## config.mk

```make
export PLATFORM = sky130hd
export DESIGN_NAME = glb_core_proc_bank_switch
export DESIGN_NICKNAME = d
export VERILOG_FILES = /design/src/rtl/global_buffer_pkg.sv /design/src/rtl/glb_rd_tracker.sv /design/src/rtl/glb_core_proc_bank_switch.sv
export SDC_FILE = /design/constraint.sdc
export NUM_CORES = 1
export LEC_CHECK = 0
export ABC_AREA = 1
export BUFFER_PORTS_ARGS = -buffer_cell sky130_fd_sc_hd__clkbuf_2
export CAP_MARGIN = 20
export CORE_AREA = 4 4 216 218
export DETAILED_ROUTE_END_ITERATION = 10
export DIE_AREA = 0 0 220 222
export GPL_ROUTABILITY_DRIVEN = 0
export PLACE_DENSITY_LB_ADDON = 0.05
export SETUP_SLACK_MARGIN = 0.02
export SKIP_CTS_REPAIR_TIMING = 1
export SLEW_MARGIN = 10
export SYNTH_ARGS = -nofsm -noshare
export SYNTH_HDL_FRONTEND = slang
export SYNTH_SLANG_ARGS = --single-unit
```

## constraint.sdc

```tcl
create_clock -name clk -period 5.6 [get_ports clk]
set_clock_uncertainty 0.05 [all_clocks]
set_input_delay 0.56 -clock clk [delete_from_list [all_inputs] [get_ports clk]]
set_output_delay 0.56 -clock clk [all_outputs]
set_load 0.005 [all_outputs]
```

## src/rtl/global_buffer_pkg.sv

```systemverilog
`default_nettype none
// ============================================================================
// Module      : global_buffer_pkg
// Description : Shared address/data geometry and packet types for the global
//               buffer core: write, read-request and read-response packets.
// Revision    : 1.0 - initial release
// ============================================================================
package global_buffer_pkg;

  // Address map: {tile_sel, bank_sel, bank_addr}
  localparam int BANK_DATA_WIDTH     = 64;
  localparam int BANK_STRB_WIDTH     = BANK_DATA_WIDTH / 8;
  localparam int BANK_ADDR_WIDTH     = 17;
  localparam int BANK_SEL_ADDR_WIDTH = 1;
  localparam int TILE_SEL_ADDR_WIDTH = 5;
  localparam int GLB_ADDR_WIDTH      = TILE_SEL_ADDR_WIDTH + BANK_SEL_ADDR_WIDTH
                                     + BANK_ADDR_WIDTH;

  typedef struct packed {
    logic                       wr_en;
    logic [BANK_STRB_WIDTH-1:0] wr_strb;
    logic [GLB_ADDR_WIDTH-1:0]  wr_addr;
    logic [BANK_DATA_WIDTH-1:0] wr_data;
  } wr_packet_t;

  typedef struct packed {
    logic                      rd_en;
    logic [GLB_ADDR_WIDTH-1:0] rd_addr;
  } rdrq_packet_t;

  typedef struct packed {
    logic [BANK_DATA_WIDTH-1:0] rd_data;
    logic                       rd_data_valid;
  } rdrs_packet_t;

endpackage
`default_nettype wire

```

## src/rtl/glb_rd_tracker.sv

```systemverilog
`default_nettype none
// ============================================================================
// Module      : glb_rd_tracker
// Description : Fixed-latency read tracker. Each issued read enters a shift
//               register of {valid, bank_sel}; the last stage (head) marks the
//               cycle the bank response is due. Also counts reads in flight.
// Revision    : 1.0 - initial release
// ============================================================================
module glb_rd_tracker #(
  parameter int DEPTH     = 3,
  parameter int SEL_WIDTH = 1,
  parameter int CNT_WIDTH = 3
) (
  input  logic                 clk,
  input  logic                 reset,
  input  logic                 issue,
  input  logic [SEL_WIDTH-1:0] bank_sel,
  output logic                 head_valid,
  output logic [SEL_WIDTH-1:0] head_bank_sel,
  output logic [CNT_WIDTH-1:0] count
);

  logic [DEPTH-1:0]     r_valid;
  logic [SEL_WIDTH-1:0] r_sel [DEPTH];
  logic [CNT_WIDTH-1:0] r_count;
  logic [CNT_WIDTH-1:0] w_count_next;

  // Shift every cycle; a new read always enters stage 0.
  always_ff @(posedge clk or posedge reset) begin
    if (reset) begin
      r_valid <= '0;
      for (int i = 0; i < DEPTH; i++) r_sel[i] <= '0;
    end else begin
      r_valid[0] <= issue;
      r_sel[0]   <= bank_sel;
      for (int i = 1; i < DEPTH; i++) begin
        r_valid[i] <= r_valid[i-1];
        r_sel[i]   <= r_sel[i-1];
      end
    end
  end

  // Issue and retire in the same cycle cancel out.
  always_comb begin
    w_count_next = r_count;
    case ({issue, head_valid})
      2'b10:   w_count_next = r_count + CNT_WIDTH'(1);
      2'b01:   w_count_next = r_count - CNT_WIDTH'(1);
      default: w_count_next = r_count;
    endcase
  end

  // Outstanding-read counter register.
  always_ff @(posedge clk or posedge reset) begin
    if (reset) r_count <= '0;
    else       r_count <= w_count_next;
  end

  assign head_valid    = r_valid[DEPTH-1];
  assign head_bank_sel = r_sel[DEPTH-1];
  assign count         = r_count;

endmodule
`default_nettype wire

```

## src/rtl/glb_core_proc_bank_switch.sv

```systemverilog
`default_nettype none
// ============================================================================
// Module      : glb_core_proc_bank_switch
// Description : Routes tile-filtered processor write/read requests to the
//               addressed bank (one register stage) and returns the matching
//               bank read response to the processor router, flagging any
//               response that does not line up with an issued read.
// Revision    : 1.0 - initial release
// ============================================================================
module glb_core_proc_bank_switch
  import global_buffer_pkg::*;
#(
  parameter int BANKS_PER_TILE  = 2,
  parameter int BANK_RD_LATENCY = 2
) (
  input  logic                                 clk,
  input  logic                                 reset,
  input  wr_packet_t                           wr_packet_pr2sw,
  input  rdrq_packet_t                         rdrq_packet_pr2sw,
  output rdrs_packet_t                         rdrs_packet_sw2pr,
  output wr_packet_t                           wr_packet_sw2b   [BANKS_PER_TILE],
  output rdrq_packet_t                         rdrq_packet_sw2b [BANKS_PER_TILE],
  input  rdrs_packet_t                         rdrs_packet_b2sw [BANKS_PER_TILE],
  output logic [$clog2(BANK_RD_LATENCY+3)-1:0] rd_outstanding,
  output logic                                 rdrs_err,
  input  logic                                 rdrs_err_clr
);

  localparam int c_cnt_width = $clog2(BANK_RD_LATENCY + 3);
  localparam int c_depth     = BANK_RD_LATENCY + 1;

  wr_packet_t                     r_wr;
  rdrq_packet_t                   r_rdrq;
  rdrs_packet_t                   r_rdrs;
  logic                           r_err;

  logic [BANK_SEL_ADDR_WIDTH-1:0] w_wr_sel;
  logic [BANK_SEL_ADDR_WIDTH-1:0] w_rd_sel;
  logic [BANK_SEL_ADDR_WIDTH-1:0] w_issue_sel;
  logic                           w_head_valid;
  logic [BANK_SEL_ADDR_WIDTH-1:0] w_head_sel;
  rdrs_packet_t                   w_head_rsp;
  logic                           w_hit;
  logic                           w_stray;
  logic                           w_mismatch;

  // Request stage: capture the incoming packets once.
  always_ff @(posedge clk or posedge reset) begin
    if (reset) begin
      r_wr   <= '0;
      r_rdrq <= '0;
    end else begin
      r_wr   <= wr_packet_pr2sw;
      r_rdrq <= rdrq_packet_pr2sw;
    end
  end

  // Bank select ignores the tile bits above it.
  assign w_wr_sel    = r_wr.wr_addr[BANK_ADDR_WIDTH +: BANK_SEL_ADDR_WIDTH];
  assign w_rd_sel    = r_rdrq.rd_addr[BANK_ADDR_WIDTH +: BANK_SEL_ADDR_WIDTH];
  assign w_issue_sel = rdrq_packet_pr2sw.rd_addr[BANK_ADDR_WIDTH +: BANK_SEL_ADDR_WIDTH];

  // Only the addressed bank sees the request; disabled packets go out as zero.
  for (genvar b = 0; b < BANKS_PER_TILE; b++) begin : g_bank_demux
    localparam logic [BANK_SEL_ADDR_WIDTH-1:0] c_bank_idx = BANK_SEL_ADDR_WIDTH'(b);
    assign wr_packet_sw2b[b]   = (r_wr.wr_en && (w_wr_sel == c_bank_idx)) ? r_wr : '0;
    assign rdrq_packet_sw2b[b] = (r_rdrq.rd_en && (w_rd_sel == c_bank_idx)) ? r_rdrq : '0;
  end

  // The tracker is fed from the unregistered request so that its first stage
  // lines up with the cycle the read is presented to the bank; the head then
  // lands exactly BANK_RD_LATENCY cycles later.
  glb_rd_tracker #(
    .DEPTH     (c_depth),
    .SEL_WIDTH (BANK_SEL_ADDR_WIDTH),
    .CNT_WIDTH (c_cnt_width)
  ) u_rd_tracker (
    .clk           (clk),
    .reset         (reset),
    .issue         (rdrq_packet_pr2sw.rd_en),
    .bank_sel      (w_issue_sel),
    .head_valid    (w_head_valid),
    .head_bank_sel (w_head_sel),
    .count         (rd_outstanding)
  );

  assign w_head_rsp = rdrs_packet_b2sw[w_head_sel];
  assign w_hit      = w_head_valid && w_head_rsp.rd_data_valid;

  // Any bank valid not claimed by a valid head entry is a stray response.
  always_comb begin
    w_stray = 1'b0;
    for (int b = 0; b < BANKS_PER_TILE; b++) begin
      if (rdrs_packet_b2sw[b].rd_data_valid &&
          !(w_head_valid && (w_head_sel == BANK_SEL_ADDR_WIDTH'(b))))
        w_stray = 1'b1;
    end
  end

  assign w_mismatch = (w_head_valid && !w_head_rsp.rd_data_valid) || w_stray;

  // Response register: forward only the expected bank's data, else zero.
  always_ff @(posedge clk or posedge reset) begin
    if (reset) begin
      r_rdrs <= '0;
    end else if (w_hit) begin
      r_rdrs.rd_data       <= w_head_rsp.rd_data;
      r_rdrs.rd_data_valid <= 1'b1;
    end else begin
      r_rdrs <= '0;
    end
  end

  // Sticky error flag; a fresh mismatch takes priority over the clear.
  always_ff @(posedge clk or posedge reset) begin
    if (reset)             r_err <= 1'b0;
    else if (w_mismatch)   r_err <= 1'b1;
    else if (rdrs_err_clr) r_err <= 1'b0;
  end

  assign rdrs_packet_sw2pr = r_rdrs;
  assign rdrs_err          = r_err;

endmodule
`default_nettype wire

```

# Word level (Yosys, flattened, before mapping)
# Cells that the tools add are included.
# Widths: inputs -> output; s select.
# totals
output_inout_bits	309
register_bits	195
input_bits	253
# op_classes
n_eq_ne	2
n_bitwise	4
n_reduce_logical	16
addsub	2
order_cmp	1
n_mux	13
# ops
cell	n
$mux 65	4
$mux 96	2
$mux 24	2
$logic_and 1x1->1	10
$pmux 3 s2	1
$mux 1	4
$reduce_bool 2->1	2
$add 3x1->3 const B	1
$logic_not 1->1	3
$not 1->1	3
$sub 3x1->3 const B	1
$eq 2x1->1 const B	1
$eq 2x2->1 const B	1
$ge 2x2->1 const B	1
$not 1->2	1
$logic_or 1x1->1	1

# Logic depth before layout (Yosys ltp)
# Gate-level depths: netlist (run 1).
# depth
ltp_word	8
depth_mapped	9
depth_no_buf	9

# Cells and area by module
# A second synthesis (run 1) with hierarchy kept.
# unflattened
hier_cells	832
hier_area_um2	8087.8
# modules_own_cells
module	cells_each	instances	area_per_inst_um2
glb_core_proc_bank_switch	805	1	7756.2
glb_rd_tracker	27	1	331.6

# Worst setup path before layout (run 1)
# Ideal clock, no wire load.
# synth_path
kind	reg2out
from	register r_wr[81] (netlist name)
to	output port wr_packet_sw2b[141] (netlist name)
setup_slack_ps	3915
required_ps	4990
path_stages_with_launch	6
arrival_ps	1075
cell_sequence	dfrtp_1 or2_1 buf_6 buf_8 buf_12 nor2_4
# synth_lines
element	line	rtl
from (decl)	glb_core_proc_bank_switch.sv:32	wr_packet_t r_wr;
from (signal assigned)	glb_core_proc_bank_switch.sv:53	r_wr <= wr_packet_pr2sw;
to (decl)	glb_core_proc_bank_switch.sv:21	output wr_packet_t wr_packet_sw2b [BANKS_PER_TILE],

==> impl_metrics.py, run 1 <==
metrics = {
    "run_status": {
        "status": "finished clean",
    },
    "die": {
        "core-area_um2": 44900,
        "rows": 78,
        "dieArea_um2": 48800,
        "die_h_um": 222,
        "pin_count": 562,
        "die_x_um": 220,
        "initial_core_util_pct": 17.9,
    },
    "route": {
        "antenna_left": 0,
        "first_iter_violations": 226,
        "drt_first_pass_iters": 4,
        "drcViolationCount": 0,
        "vias_per_cell": 3.59,
        "wire_per_inst_um": 16.7,
        "routed_wl_mm": 33.0,
        "num_vias": 7118,
    },
    "power_and_ir_drop": {
        "combPwrFrac_pct": 14.5,
        "peakVddDrop_uv": 179,
        "p_sw_share_pct": 27.2,
        "p_seq_share_pct": 46.0,
        "p_total_uw": 3260,
        "p_int_uw": 2370,
        "power.net_switching_uw": 885,
        "p_leak_uw": 0.00691,
        "clockPowerShare_pct": 39.5,
        "powerDensity_nw_per_um2": 272,
    },
    "grt": {
        "grt_max_degree": 119,
        "grt_antenna_before_repair": 8,
        "grt_pass1_vias": 7259,
        "grt_usage_pct": 13.4,
        "overflow": 0,
        "grt_pass1_wl_mm": 47.4,
    },
    "timing": {
        "fin_crit_ns": 2.99,
        "tightestPinTransition_ns": 0.845,
        "hold_slack_ns": 0.118,
        "final.period_utilization_pct": 53.4,
        "fmax_ghz": 0.334,
        "grt_setup_unrepaired": "false",
        "slew_headroom_pct": 43.7,
        "finalSetupViolCount": 0,
        "slew_viol_final": 0,
        "finalHoldViolations": 0,
        "finalSetupTns_ns": 0,
        "worst_slack_ns": 2.61,
    },
    "critical_path": {
        "path_cells": "inv_1 -> or2_4 -> buf_12 -> nor2_1 -> clkbuf_2",
        "crit_path_start_kind": "flip-flop",
        "cp_max_fo": 53,
        "critPathTopFamily": "simple AND/OR/NAND/NOR gates",
        "critPathMaxStageDelay_ns": 0.66,
        "criticalPathCategory": "flip-flop to primary output",
        "critPathArrivalTime_ns": 2.38,
        "cpMaxStageDelayCell": "or2_4",
        "crit_required_ns": 4.99,
        "critPathCaptureType": "primary output",
        "critPathBufInv": 3,
    },
    "final_layout": {
        "n_fill_cell": 5007,
        "layout_commonest_cell": "clkbuf_2",
        "multi_input_area_um2": 2360,
        "regArea_um2": 4830,
        "fin_nets": 1621,
        "layout_common_cells": "clkbuf_2, nor2_1, dfrtp_1, inv_1, nand2_1",
        "drive_gt1_share_pct": 47.3,
        "area_delta_synth_final_pct": 48.9,
    },
    "job": {
        "maxCapViolations": 0,
    },
    "cts": {
        "cts_root_buf": "clkbuf_16",
        "tritoncts": "built",
        "clockBufferDepth": 2,
        "htreeDepth": 4,
        "cts_buffers": 17,
        "cts.sinks": 193,
        "clk_latency_ns": 0.49,
        "clk_pin_slew_worst_paths_ns": 0.07,
    },
    "placed_design": {
        "post-dp-hpwl_mm": 26.0,
        "io_buffers": 559,
        "dp_slack_ns": 2.71,
    },
    "worst_hold_path": {
        "hold_path.class": "input port to flip-flop",
    },
    "logic_synthesis": {
        "synth_warnings": 0,
        "synth_top_area_share_pct": 60.1,
        "netlist_area_um2": 8030,
        "synth-async-reset-ratio_pct": 100,
        "synth.area.top_cells": "dfrtp_1, nor2_1, nor2_4",
        "syn-instance-count": 830,
        "synth_top_flop_cell": "dfrtp_1",
        "yosysTopAreaCell": "dfrtp_1",
        "synth_edf_count": 0,
        "synth-seq-area-share_pct": 60.1,
        "ys_ff_latch": 193,
        "ys_types": 23,
        "synth.avg_cell_area_um2": 9.68,
    },
}
power by group through the flow:
stage	Combinational [µW]	Sequential [µW]	Clock, µW
2_1_floorplan	234	1530	0
3_3_place_gp	494	1530	0
3_5_place_dp	489	1530	0
4_1_cts	490	1500	1350
5_1_grt	539	1510	1410
6_report	471	1500	1290
layout make-up:
| cell class | count | area share (%) |
|---|---|---|
| antenna | 4 | 0.0837 |
| inverter | 134 | 4.24 |
| multi-input combinational | 453 | 19.8 |
| sequential | 193 | 40.4 |
| clock buffer | 23 | 4.08 |
| timing repair buffer | 567 | 24.3 |
| clock inverter | 9 | 0.879 |
| tap | 600 | 6.28 |
kinds of logic after synthesis:
kind of cell	after synthesis	synth area share, %
buf+inv	185	10.7
other cells	1	0.0467
fa+ha+maj	2	0.405
compound gates	65	6.04
simple gates	383	22.6
flops	193	60.1
xor+xnor	1	0.109
registers in the layout, indices dropped and copies added (netlist names):
signal / count
r_wr: 96
rdrs_packet_sw2pr: 65
r_rdrq: 23
u_rd_tracker.count: 3
u_rd_tracker.r_valid: 3
rdrs_err: 1
u_rd_tracker.head_bank_sel: 1
u_rd_tracker.r_sel: 1
metal layers:
| layer | global-route usage (%) | routed length, µm | part of all wire, % |
|---|---|---|---|
| met1 | 13.8 | 12000 | 36 |
| met2 | 23.1 | 16600 | 50 |
| met3 | 8.00 | 3920 | 12 |
| met4 | 3.89 | 516 | 1.6 |
| met5 | 0 | 65 | 0.20 |
Yosys cell counts, types with 3 or more instances:
master / number
nor2_1: 247
dfrtp_1: 193
inv_1: 133
nand2_1: 81
nor2_4: 49
a21boi_0: 42
a21boi_1: 22
buf_2: 17
clkbuf_1: 16
buf_4: 11
buf_12: 5
nand3_1: 3
metrics by stage:
stage / instance area, µm² / std cells / util (%)
global placement: 11300 / 1945 / 25.2
detailed placement: 11300 / 1945 / 25.2
CTS: 11900 / 1977 / 26.5
floorplan: 8040 / 831 / -
global route: 12000 / 1981 / 26.6
finish: 12000 / 1983 / 26.6
final timing paths:
| path | slack (ns) | cells after the start | from | end |
|---|---|---|---|---|
| hold / removal | 0.12 | 1 | wr_packet_pr2sw[30] | r_wr[30] |
| hold reg to reg | 0.30 | 0 | u_rd_tracker.r_sel[1] | u_rd_tracker.head_bank_sel |
| setup reg to reg | 2.88 | 8 | u_rd_tracker.head_bank_sel | rdrs_packet_sw2pr[37] |
| max in group asynchronous | 3.78 | 4 | reset | r_wr[79] |
| setup / recovery | 2.61 | 5 | r_wr[95] | wr_packet_sw2b[125] |
| min in group asynchronous | 0.58 | 3 | reset | r_wr[11] |
worst reg2reg max path, delay by kind of cell, from the launching register on:
| kind | cells | cell delay [ns] |
|---|---|---|
| flip-flops | 1 | 0.34 |
| AND/OR/NAND/NOR | 4 | 0.83 |
| buffers and inverters | 4 | 1.38 |
Note: power is estimated with default switching activity, not from simulation.
==> run 2, diff against run 1 <==
CORE_AREA = 4 4 217 219   (was 4 4 216 218)
DIE_AREA = 0 0 221 223   (was 0 0 220 222)
clock period = 2.8 ns   (was 5.6 ns; I/O delays follow)
==> run 2 against run 1 <==
  * The flow now finishes with violations (hold timing)
  * Final area increased by 13%
  * Non-clock buffer count increased by 152
  * Sequential cell count unchanged
  * Hold slack got worse by 0.12 ns
  * First-iteration DRC count increased by 4.4%
  * Via count increased by 7.7%
  * Total power increased by 100%
  * Sequential share of layout area decreased by 4.5 points
==> impl_metrics.py, run 2 (synthesis results as in run 1) <==
metrics = {
    "timing": {
        "slew_viol_final": 0,
        "finalSetupViolCount": 0,
        "finalHoldViolations": 1,
        "fin_crit_ns": 2.34,
        "final.period_utilization_pct": 83.5,
        "fmax_ghz": 0.427,
        "grt_setup_unrepaired": "false",
        "finalSetupTns_ns": 0,
        "hold_slack_ns": -0.00336,
        "tightestPinTransition_ns": 0.850,
        "slew_headroom_pct": 43.2,
    },
    "job": {
        "maxCapViolations": 0,
    },
    "route": {
        "drcViolationCount": 0,
        "routed_wl_mm": 33.1,
        "wire_per_inst_um": 15.5,
        "antenna_left": 0,
        "drt_first_pass_iters": 4,
        "first_iter_violations": 236,
        "num_vias": 7663,
        "vias_per_cell": 3.59,
    },
    "critical_path": {
        "crit_path_start_kind": "flip-flop",
        "r2r_setup_slack_ns": 1.13,
        "critPathCaptureType": "primary output",
        "reg2reg_from": "u_rd_tracker.head_bank_sel",
        "crit_required_ns": 2.47,
        "critPathArrivalTime_ns": 2.01,
        "rr_worst_depth": 4,
        "reg2reg_to": "rdrs_packet_sw2pr[16]",
        "criticalPathCategory": "flip-flop to primary output",
        "cp_max_fo": 29,
    },
    "cts": {
        "clk_pin_slew_worst_paths_ns": 0.07,
        "clk_latency_ns": 0.47,
        "cts.sinks": 193,
        "tritoncts": "built",
        "htreeDepth": 4,
        "cts_buffers": 17,
        "clockBufferDepth": 2,
        "cts_root_buf": "clkbuf_16",
    },
    "power_and_ir_drop": {
        "power.net_switching_uw": 1830,
        "p_seq_share_pct": 45.3,
        "p_leak_uw": 0.00753,
        "peakVddDrop_uv": 316,
        "clockPowerShare_pct": 37.4,
        "p_int_uw": 4790,
        "powerDensity_nw_per_um2": 492,
        "p_sw_share_pct": 27.7,
        "combPwrFrac_pct": 17.3,
    },
    "placed_design": {
        "io_buffers": 559,
        "dp_cells": 1956,
        "post-dp-hpwl_mm": 26.3,
    },
    "grt": {
        "overflow": 0,
        "grt_pass1_vias": 7268,
        "grt_antenna_before_repair": 5,
        "grt_max_degree": 73,
        "grt_usage_pct": 13.1,
        "grt_pass1_wl_mm": 47.7,
        "met2_usage_pct": 23.1,
        "grt.busiest_layer": "met2",
        "grtUsageMet1_pct": 13.5,
        "met3_usage_pct": 6.64,
    },
    "die": {
        "rows": 78,
        "die_x_um": 221,
        "initial_core_util_pct": 17.8,
        "pin_count": 562,
        "die_h_um": 223,
        "core-area_um2": 45100,
        "dieArea_um2": 49300,
    },
    "final_layout": {
        "multi_input_area_um2": 2360,
        "area_delta_synth_final_pct": 67.7,
        "largest_register_ffs": 96,
        "drive_gt1_share_pct": 43.3,
        "final_cells": 2133,
        "layout_commonest_cell": "clkbuf_2",
        "n_fill_cell": 4950,
        "fin_nets": 1773,
        "regArea_um2": 4830,
        "layout_common_cells": "clkbuf_2, nor2_1, dfrtp_1, dlygate4sd3_1, inv_1",
        "largest-register": "r_wr",
    },
    "run_status": {
        "violations": "hold timing",
        "status": "complete, but fails checks",
    },
    "worst_hold_path": {
        "hold_path.class": "input port to flip-flop",
        "min_path_cells": 3,
        "min_to": "rdrs_packet_sw2pr[19]",
        "min-delay-start": "rdrs_packet_b2sw[84]",
    },
}
## run 2: cell types whose count changed in the layout (fill, tap and decap cells not counted)
cell / previous run / this run
clkbuf_8: 4 / 0
buf_12: 2 / 7
diode_2: 4 / 2
dlygate4sd3_1: 1 / 143
clkbuf_1: 2 / 1
buf_4: 4 / 10
buf_16: 1 / 0
clkinvlp_4: 2 / 7
## run 2: how the worst max path moves through the flow
stage	start	to	slack [ns]
floorplan	reset	r_rdrq[0]	-0.02
global route	r_wr[81]	wr_packet_sw2b[21]	0.28
CTS	r_wr[95]	wr_packet_sw2b[134]	0.36
global placement	r_wr[81]	wr_packet_sw2b[10]	0.93
detailed placement	r_wr[95]	wr_packet_sw2b[134]	0.94
finish	r_wr[95]	wr_packet_sw2b[134]	0.46
## run 2: critical path, stage by stage (launching register included)
cell,delay [ns]
dfrtp_1,0.41
inv_1,0.06
or2_4,0.54
buf_12,0.30
nor2_1,0.07
clkbuf_2,0.11
## run 2: through the flow
step	worst slack, ns	power [µW]	area (µm²)	hold slack, ns	utilization [%]
2_1_floorplan	-0.0204	3520	8040	0.261	-
3_3_place_gp	0.935	4070	11500	0.283	25.4
3_5_place_dp	0.936	4060	11500	0.290	25.4
4_1_cts	0.363	6640	12000	-0.217	26.7
5_1_grt	0.284	7030	13500	0.000730	29.9
6_report	0.461	6620	13500	-0.00336	29.9
## run 2: power by group through the flow
stage                     Combinational (µW)  Clock [µW]  Sequential [µW]
after detailed placement                1010           0             3050
after CTS                               1010        2630             3000
after global routing                    1290        2720             3010
after floorplan                          468           0             3050
after global placement                  1020           0             3050
final                                   1150        2480             3000
## run 2: area by class of cell
class	instances	share of cell area (%)
sequential	193	35.9
timing repair buffer	719	33.0
multi-input combinational	453	17.5
tap	600	5.57
inverter	134	3.76
clock buffer	18	3.19
clock inverter	14	1.06
antenna	2	0.0371
## run 2: layer usage
metal	part of all wire (%)	vias to the layer above
li1	-	3777
met1	38	3530
met2	51	320
met3	9.3	32
met4	1.7	4
met5	0.066	-
